===== src/rtl/uart_pkg.sv =====
// rtl/uart_pkg.sv - shared types and default widths for the UART RX controller
package uart_pkg;

  localparam int DATA_BITS_DEF = 8;
  localparam int DIV_W_DEF     = 16;
  localparam int ERR_CNT_W_DEF = 8;

  typedef enum logic [0:0] {
    DISABLED = 1'b0,
    RUN      = 1'b1
  } state_e;

  typedef struct packed {
    logic                     err;
    logic [DATA_BITS_DEF-1:0] data;
  } rx_entry_t;

endpackage


===== src/rtl/uart_rx_fifo.sv =====
// rtl/uart_rx_fifo.sv - received-byte FIFO with flush; a pop frees room for a same-cycle push
module uart_rx_fifo
  import uart_pkg::*;
#(
  parameter int DEPTH = 4,
  parameter int WIDTH = $bits(rx_entry_t)
) (
  input  logic                     clk,
  input  logic                     rst_n,
  input  logic                     flush,
  input  logic                     push,
  input  logic                     pop,
  input  logic [WIDTH-1:0]         wdata,
  output logic [WIDTH-1:0]         rdata,
  output logic                     full,
  output logic                     empty,
  output logic [$clog2(DEPTH):0]   level
);

  localparam int AW = $clog2(DEPTH);

  logic [WIDTH-1:0] mem [DEPTH];
  logic [AW-1:0]    wr_ptr;
  logic [AW-1:0]    rd_ptr;
  logic [AW:0]      count;
  logic             do_push;
  logic             do_pop;

  assign empty   = (count == '0);
  assign full    = (count == (AW+1)'(DEPTH));
  assign do_pop  = pop && !empty;
  assign do_push = push && (!full || do_pop);
  assign rdata   = mem[rd_ptr];
  assign level   = count;

  always_ff @(posedge clk or negedge rst_n) begin
    if (!rst_n) begin
      wr_ptr <= '0;
      rd_ptr <= '0;
      count  <= '0;
      for (int i = 0; i < DEPTH; i++) mem[i] <= '0;
    end else if (flush) begin
      wr_ptr <= '0;
      rd_ptr <= '0;
      count  <= '0;
    end else begin
      if (do_push) begin
        mem[wr_ptr] <= wdata;
        wr_ptr      <= wr_ptr + 1'b1;
      end
      if (do_pop) rd_ptr <= rd_ptr + 1'b1;
      count <= count + (AW+1)'(do_push) - (AW+1)'(do_pop);
    end
  end

endmodule


===== src/rtl/uart_rx_ctrl.sv =====
// rtl/uart_rx_ctrl.sv - UART RX sequencer: baud tick, receiver reset, byte capture FIFO, status
module uart_rx_ctrl
  import uart_pkg::*;
#(
  parameter int DATA_BITS  = DATA_BITS_DEF,
  parameter int FIFO_DEPTH = 4,
  parameter int DIV_W      = DIV_W_DEF,
  parameter int ERR_CNT_W  = ERR_CNT_W_DEF
) (
  input  logic                          clk,
  input  logic                          rst_n,
  input  logic                          cfg_en,
  input  logic [DIV_W-1:0]              cfg_div,
  input  logic                          clr_status,
  output logic                          tick,
  output logic                          rx_rst_n,
  input  logic [DATA_BITS-1:0]          rx_data,
  input  logic                          rx_done,
  input  logic                          rx_error,
  output logic                          out_valid,
  input  logic                          out_ready,
  output logic [DATA_BITS-1:0]          out_data,
  output logic                          out_err,
  output logic                          overrun,
  output logic [ERR_CNT_W-1:0]          err_count,
  output logic [$clog2(FIFO_DEPTH):0]   fifo_level
);

  state_e           state;
  logic [DIV_W-1:0] cnt;
  logic [DIV_W-1:0] div_q;
  logic [DIV_W-1:0] div_eff;
  logic             rx_done_q;
  logic             push;
  logic             pop;
  logic             flush;
  logic             full;
  logic             empty;
  logic             ov_set;
  logic             err_inc;
  logic [DATA_BITS:0] head;

  assign div_eff   = (cfg_div == '0) ? DIV_W'(1) : cfg_div;
  assign flush     = (state == RUN) && !cfg_en;
  // Only the rising edge of rx_done captures, so a long done pulse yields one entry.
  assign push      = (state == RUN) && cfg_en && rx_done && !rx_done_q;
  assign pop       = out_valid && out_ready;
  assign out_valid = !empty;
  assign {out_err, out_data} = head;
  assign ov_set    = push && full && !pop;
  assign err_inc   = push && rx_error;

  always_ff @(posedge clk or negedge rst_n) begin
    if (!rst_n) begin
      state     <= DISABLED;
      rx_rst_n  <= 1'b0;
      cnt       <= '0;
      div_q     <= '0;
      tick      <= 1'b0;
      rx_done_q <= 1'b0;
    end else begin
      case (state)
        DISABLED: begin
          tick      <= 1'b0;
          cnt       <= '0;
          rx_done_q <= rx_done;
          if (cfg_en) begin
            state    <= RUN;
            rx_rst_n <= 1'b1;
            div_q    <= div_eff;
          end
        end
        RUN: begin
          if (!cfg_en) begin
            state     <= DISABLED;
            rx_rst_n  <= 1'b0;
            cnt       <= '0;
            tick      <= 1'b0;
            rx_done_q <= 1'b0;
          end else begin
            rx_done_q <= rx_done;
            // New divisor is only picked up at the wrap so the current period completes.
            if (cnt == div_q - 1'b1) begin
              cnt   <= '0;
              div_q <= div_eff;
              tick  <= 1'b1;
            end else begin
              cnt  <= cnt + 1'b1;
              tick <= 1'b0;
            end
          end
        end
        default: state <= DISABLED;
      endcase
    end
  end

  always_ff @(posedge clk or negedge rst_n) begin
    if (!rst_n) begin
      overrun   <= 1'b0;
      err_count <= '0;
    end else begin
      if (ov_set)          overrun <= 1'b1;
      else if (clr_status) overrun <= 1'b0;

      if (err_inc) begin
        if (clr_status)             err_count <= ERR_CNT_W'(1);
        else if (err_count != '1)   err_count <= err_count + 1'b1;
      end else if (clr_status) begin
        err_count <= '0;
      end
    end
  end

  uart_rx_fifo #(
    .DEPTH (FIFO_DEPTH),
    .WIDTH (DATA_BITS + 1)
  ) u_fifo (
    .clk   (clk),
    .rst_n (rst_n),
    .flush (flush),
    .push  (push),
    .pop   (pop),
    .wdata ({rx_error, rx_data}),
    .rdata (head),
    .full  (full),
    .empty (empty),
    .level (fifo_level)
  );

endmodule


===== config.mk =====
export PLATFORM = sky130hd
export DESIGN_NAME = uart_rx_ctrl
export DESIGN_NICKNAME = d
export VERILOG_FILES = /design/src/rtl/uart_pkg.sv /design/src/rtl/uart_rx_fifo.sv /design/src/rtl/uart_rx_ctrl.sv
export SDC_FILE = /design/constraint.sdc
export NUM_CORES = 1
export LEC_CHECK = 0
export CORE_MARGIN = 4
export CORE_UTILIZATION = 40
export DETAILED_ROUTE_END_ITERATION = 8
export PLACE_DENSITY_LB_ADDON = 0.05
export SLEW_MARGIN = 20
export SYNTH_ARGS = -nofsm -noshare
export SYNTH_HDL_FRONTEND = slang
export SYNTH_SLANG_ARGS = --single-unit

===== constraint.sdc =====
create_clock -name clk -period 2.3 [get_ports clk]
set_input_delay 0.46 -clock clk [delete_from_list [all_inputs] [get_ports clk]]
set_output_delay 0.46 -clock clk [all_outputs]
set_load 0.005 [all_outputs]

## After elaboration in Yosys (flattened, before gate mapping)

Cells that the tools add are included.

- Bits in registers: 88
- Bits of input ports: 31
- Output and inout port bits: 24

- Add/subtract/negate cells: 7
- Order comparisons: 3
- Equality and inequality tests: 7
- Multiplexer cells: 34
- Bitwise logic cells: 4
- Reduce and logical (&&, ||, !) cells: 28

Operator list:

| kind | number |
|---|---|
| $mux 16 | 6 |
| $pmux 16 s2 | 2 |
| $bwmux 36 | 1 |
| $mux 8 | 4 |
| $mux 9 | 3 |
| $bmux 9 s2 | 1 |
| $demux 9 s2 | 1 |
| $add 16x1->16 const B | 1 |
| $eq 16x16->1 | 1 |
| $logic_not 16->1 | 1 |
| $sub 16x1->16 const B | 1 |
| $logic_and 1x1->1 | 11 |
| $reduce_bool 2->1 | 5 |
| $add 8x1->8 const B | 1 |
| $mux 1 | 8 |
| $mux 2 | 4 |
| $ne 8x8->1 const B | 1 |
| $ge 3x3->1 const B | 2 |
| $ne 2x2->1 const B | 3 |
| $not 2->3 | 2 |
| $pmux 1 s2 | 3 |
| $reduce_and 2->1 | 3 |
| $logic_not 1->1 | 5 |
| $add 2x1->2 const B | 2 |
| 10 further kinds | 11 |

## Logic depth before layout (Yosys ltp)

- Depth in word-level cells: 9
- Mapped depth: 10
- Gate-level depth less buffers: 9

## Cells and area by module

Synthesis repeated with hierarchy kept, for this count alone.

- Cells, all modules: 486
- Area total of the unflattened synthesis: 5152.4 µm²

By module, submodules not included:

| module | instances | cells an instance | area an instance (µm²) | seq. area each (µm²) |
|---|---|---|---|---|
| uart_rx_ctrl | 1 | 351 | 3121.7 | 1126.1 |
| uart_rx_fifo | 1 | 135 | 2030.7 | 1076.0 |

## Worst setup path before layout

OpenSTA, ideal clock, no wires.

- Kind: reg-to-reg
- From: reg div_q[3]
- To: reg div_q[10]
- Arrival: 2.346 ns
- Required time: 2.167 ns
- Setup slack: -0.179 ns
- Cell stages (with the launch flop): 9
- Buffers on the path: 2
- Period minus slack after synthesis: 2.479 ns
- Path through: dfrtp_1 > buf_6 > or4_4 > or4_4 > o21ai_2 > nand3_2 > buf_2 > o211ai_1 > o211ai_2

- Word-level cells in the longest chain between the ends: 4

RTL lines:

| what | RTL line | RTL |
|---|---|---|
| from (decl) | uart_rx_ctrl.sv:31 | `logic [DIV_W-1:0] div_q;` |
| from (signal assigned) | uart_rx_ctrl.sv:70 | `div_q <= div_eff;` |
| from (signal assigned) | uart_rx_ctrl.sv:85 | `div_q <= div_eff;` |
| $sub 16x1->16 | uart_rx_ctrl.sv:83 | `if (cnt == div_q - 1'b1) begin` |
| $eq 16x16->1 | uart_rx_ctrl.sv:83 |  |
| $ne 2x1->1 (no line) | -- |  |
| $reduce_and 3->1 (no line) | -- |  |

No other way between the ends.
A chain may end at the register's enable or synchronous reset.

## Worst setup path after layout

- From: reg div_q[4]
- To: reg div_q[1]

The elaborated chain is that of the path after synthesis.

==> results.md <==
- Vias in the first global route: 3979
- Syn Nets: 514
- Synth warnings: 0
- IO Pins: 55
- Critical Path Start Type: flip-flop
- Slew at the pin with the worst max-slew slack: 0.498 ns
- Avg Inst Size Synth: 10.8 um^2
- Simple-gate share of the synthesized area: 17.7%
- Leakage Power: 0.00303 uW
- CP arrival: 2.69 ns
- Crit-path cells: or4_4, or4_4, o21ai_4, and4_4, nand4_4, buf_12, o211ai_1
- EDFF count, synth: 0
- IO buf count: 54
- Starting DRT DRC Count: 172
- Pin count of the biggest net entering global routing: 89
- Top cells by area, synth: dfrtp_1 (44%), mux2_2 (8.5%), mux4_2 (4.0%), xor2_1 (3.5%), o211ai_1 (3.4%)
- Hold Crit Class: in2async
- Routability congestion estimate from global placement: 0.807
- Syn Inst Count: 470
- Post-synthesis xor/xnor area fraction: 6.07%
- Final clock skew: 0.00551 ns
- Die area: 14500 um^2
- Diode count: 0
- CORE AREA: 12200 um^2
- Crit Path Class: reg2reg
- Drt via density: 5.29
- H-tree levels: 3
- Layout cells sized above 1: 32.4%
- Syn-to-layout area delta: 35.3%
- DRC: 0
- CTS Buffer Depth: 2
- Worst-path maximum fanout: 8
- Pre-Repair DR Iteration Count: 4
- # fillers: 1107
- Worst path slowest cell: or4_4
- Crit. End Element: flip-flop
- Delay-heaviest family, CP: simple AND/OR/NAND/NOR gates
- Unrepaired setup endpoints after global routing: true
- CTS buffer count: 9
- Cell with the most instances after synthesis: dfrtp_1
- Nets: 623
- Fmax: 411 MHz
- Slew margin rel.: 66.8%
- Root Driver: clkbuf_16
- Synth Flop Type: dfrtp_1
- Critical Path Max Stage Delay: 0.56 ns
- CTS tree: done
- Buffers plus inverters on the worst setup path: 1
- Die width: 120 um
- # setup viols final: 33
- Register area share after synthesis: 43.6%
- Number of clock sinks: 88
- Main combinational cell family by area after synthesis: simple AND/OR/NAND/NOR gates
- Antenna violations before repair: 0
- Later-pin clock latency in the skew report: 0.35 ns
- Status: complete, but fails checks
- Mapped cell area: 5050 um^2
- DP HPWL: 8.33 mm
- Finished Layout Cells: 752
- Global-route wire length before repair: 20.5 mm
- #FFs+latches synth: 88
- Inst Count DP: 722
- Worst Path Required: 2.56 ns
- Routed wire length: 12.3 mm
- Post-synthesis compound-gate area fraction: 12.5%
- GRT Overall Usage: 17.8%
- Total chip power: 5510 uW
- Netlist cell types: 54
- Post-synthesis mux area share: 13.1%
- Final Worst Setup Slack: -0.135 ns
- Synth cell count leaders: dfrtp_1 (88), mux2_2 (38), nand2_1 (32)
- Hold Fails Final Rpt: 0
- CTS clk-pin slew, worst paths: 0.07 ns
- Pwr dens: 805 nW/um^2
- Hold_buf cts: 0
- Synth top area share: 43.6%
- Min Tclk post-route: 2.43 ns
- Async set or reset register ratio after synthesis: 100%
- Antenna-violating nets left: 0
- Failing checks: negative setup slack
- Via Count: 3979
- GR Overflow Total: 0
- Die Ht: 120 um
- Adder-cell area share of the yosys netlist: 3.37%
- Fin. max-slew vios: 0
- Synth area leader: dfrtp_1
- Initial core utilization: 41.4%
- CP dominant cell by count: or4_4
- Row count: 40
- Avg WL per Cell: 16.3 um
- Peak VDD IR: 0.329 mV
- Maximum capacitance violations: 0
- WHS: 0.141 ns
- Crit share post-route: 106%
-- placed cells by master, fill, tap and decap left out, types with 8 or more instances in the layout --
master           synthesis  final
dfrtp_1                 88     85
buf_4                    0     58
clkdlybuf4s50_1          0     44
mux2_2                  38     38
nand2_1                 32     32
nor2_1                  29     29
o211ai_1                23     23
a21oi_1                 22     22
xor2_1                  20     20
and3_1                  20     20
inv_1                   16     16
xnor2_1                 15     13
nand3_1                 12     12
o211ai_2                11     11
nor2_2                  10     10
ha_1                    12     10
buf_12                   0     10
mux4_2                   9      9
clkbuf_16                0      9
dlygate4sd2_1            0      9
a31oi_1                  8      8
-- timing repair --
| item | 4_1_cts | 5_1_grt |
|---|---|---|
| setup buffers | 11 | 1 |
| resized for setup | 14 | 13 |
| pin swaps | 21 | 10 |
| gates cloned | 2 | 0 |
| setup endpoints to repair | 43 | 70 |
-- layer usage --
metal / vias up / wire length (um) / GRT usage [%]
li1: 1915 / - / -
met3: 15 / 430 / 2.95
met1: 1976 / 5310 / 22.4
met4: 0 / 262 / 6.73
met5: - / 0 / 0
met2: 73 / 6280 / 30.6
-- cell families (layout without fill, tap and decap cells) --
kind of cell	after synthesis	after routing
compound gates	84	84
mux	50	50
fa+ha+maj	13	13
simple gates	157	157
buf+inv	43	157
flops	88	88
xor+xnor	35	35
-- layout make-up --
cell class,instances,area [um^2],area share [%]
multi-input combinational,339,2780,40.6
timing repair buffer,125,1240,18.1
tap,168,210,3.07
clock inverter,7,125,1.83
clock buffer,9,225,3.29
sequential,88,2210,32.3
inverter,16,60.1,0.878
-- report_power, final --
| group | internal [uW] | total (uW) | switching (uW) |
|---|---|---|---|
| Sequential | 1790 | 1980 | 194 |
| Combinational | 1090 | 1790 | 701 |
| Clock | 1080 | 1730 | 657 |
| Total | 3950 | 5510 | 1550 |
-- stage by stage --
step	setup WS [ns]	instance area (um^2)	util [%]	TNS, ns
2_1_floorplan	-0.127	5110	-	-2.30
3_3_place_gp	-0.256	6270	51.4	-12.81
3_5_place_dp	-0.350	6270	51.4	-16.80
4_1_cts	-0.146	6770	55.4	-2.50
5_1_grt	-0.204	6840	56.0	-5.40
6_report	-0.135	6840	56.0	-2.85
-- worst paths after layout --
| check | from | end | slack [ns] | cells past startpoint |
|---|---|---|---|---|
| hold / removal | rst_n | err_count[6]$_DFFE_PN0P_ | 0.14 | 2 |
| setup reg to reg | div_q[4]$_DFFE_PN0P_ | div_q[1]$_DFFE_PN0P_ | -0.13 | 7 |
| setup / recovery | div_q[4]$_DFFE_PN0P_ | div_q[1]$_DFFE_PN0P_ | -0.13 | 7 |
| max in group asynchronous | rst_n | div_q[4]$_DFFE_PN0P_ | 1.76 | 2 |
| min in group clk | rx_done_q$_DFF_PN0_ | overrun$_DFFE_PN0P_ | 0.49 | 1 |
| hold reg to reg | rx_done_q$_DFF_PN0_ | overrun$_DFFE_PN0P_ | 0.49 | 1 |
-- flip-flops by register name, summed over array words and instances (netlist names), 2 cells and up --
name           cells
u_fifo.rd_ptr      2
div_q             16
u_fifo.level       3
cnt               16
u_fifo.mem        36
u_fifo.wr_ptr      2
err_count          8
(Power assumes the default switching activity.)
==> RTL edit: new RTL, same flow settings <==
The parameter `FIFO_DEPTH` goes from 4 to 2.
--- a/src/rtl/uart_rx_ctrl.sv
+++ b/src/rtl/uart_rx_ctrl.sv
@@ -4,5 +4,5 @@
 #(
   parameter int DATA_BITS  = DATA_BITS_DEF,
-  parameter int FIFO_DEPTH = 4,
+  parameter int FIFO_DEPTH = 2,
   parameter int DIV_W      = DIV_W_DEF,
   parameter int ERR_CNT_W  = ERR_CNT_W_DEF
Interface: changed (resized fifo_level); port bits go from 55 to 54. The function was not compared with the original's and may differ.
==> RTL edit against the unedited design <==
The flow still finishes with violations (negative setup slack). Sequential cell count shrank 21. Worst setup slack got worse by 0.22 ns. Synthesized area shrank 27%. Combinational power decreased by 33%. Final area down 23%. Wire length down 28%. Core utilization up 3.4 points. Power down 28%. Critical endpoint is now cnt[14]. Largest cell class unchanged.
==> RTL edit: results (changes against the unedited design) <==
Status
  • Violated checks: negative setup slack
  • Status: complete, but fails checks

Placement
  • Routability Congestion: 0.870 (+7.8%)
  • Dpl hpwl: 6430 um (-23%)
  • Number of buffer cells added on primary ports: 53 (-1.9%)

STA
  • Hold Worst Slack: 0.503 ns (+0.362 ns)
  • Final Setup Violations: 33 (unchanged)
  • Setup Skew: 0.00981 ns (+0.00431 ns)
  • Final WS setup: -0.352 ns (-0.218 ns)

Global route
  • GRT Overall Usage: 0.171 (-0.00692)
  • Pin count of the biggest net entering global routing: 35 (-61%)
  • Vias in the first global route: 3069 (-23%)
  • First-pass GRT wire length: 15200 um (-26%)

Detailed routing
  • WL met3: 474 um (+10%)
  • WL met1: 4320 um (-19%)
  • Via/cell ratio: 5.19 (-1.9%)
  • Routed len/inst: 15.5 um (-5.0%)
  • TritonRoute pass-1 iters: 4 (unchanged)

Synthesis
  • Yosys cell types: 45 (-17%)
  • Mux cell area share after synthesis: 0.142 (+0.0115)
  • Synth area leaders: dfrtp_1 (45%), mux2_2 (8.8%), xnor2_1 (5.7%)
  • Post-synth top cells: dfrtp_1 (67), nor2_1 (33), mux2_2 (29)
  • Synth Area in Adders: 0.0270 (-0.00664)
  • Sequential-to-total area share from yosys stat: 0.453 (+0.0170)
  • Syn_nets: 388 (-25%)

Critical path
  • Crit path to: cnt[14]
  • Data arrival, critical path: 2.88 ns (+0.19 ns)
  • Crit path from: div_q[0]
  • Reg2Reg Depth: 9 (+2)

Clock network
  • Post-cts gate resize count: 20 (+6)
  • Post-CTS Setup Bufs: 4 (-7)
  • Root Buffer: clkbuf_8
  • Post-CTS Hold Buffers: 1 (+1)

Power
  • Leakage: 2.27 nW (-25%)
  • Comb. pwr: 1.20 mW (-33%)
  • Int Pwr: 2.85 mW (-28%)
  • P_clk: 1.19 mW (-31%)
  • VDD IR max: 406 uV (+24%)

Final layout
  • Buffers, non-clock: 114 (-8.8%)
  • Register area: 1680 sq um (-24%)
  • Nets: 500 (-20%)
  • # fillers: 774 (-30%)
  • Largest registers: u_fifo.mem (18), cnt (16), div_q (16)
  • Buffer share of cell area: 0.202 (+0.0207)
==> RTL edit: cell count changes in the layout (fill, tap and decap cells not counted), sizes merged, moves of 11 or more <==
| cell | unedited run | this run |
|---|---|---|
| nand2 | 32 | 18 |
| a21oi | 22 | 4 |
| o211ai | 35 | 2 |
| buf | 71 | 60 |
| dfrtp | 88 | 67 |
| and3 | 20 | 4 |
==> RTL edit: metrics by stage <==
| stage | setup slack [ns] | area, sq um | std cells | setup TNS (ns) |
|---|---|---|---|---|
| finish | -0.352 | 5260 | 573 | -9.77 |
| floorplan | -0.373 | 3740 | 349 | -8.51 |
| detailed placement | -0.512 | 4750 | 548 | -14.93 |
| CTS | -0.312 | 5100 | 568 | -9.09 |
| global placement | -0.421 | 4750 | 548 | -12.69 |
| global route | -0.447 | 5260 | 573 | -13.40 |
==> RTL edit: routing by layer <==
metal,track usage,vias to the layer above
li1,-,1461
met1,0.241,1430
met2,0.257,71
met3,0.0391,12
met4,0.0598,0
met5,0,-
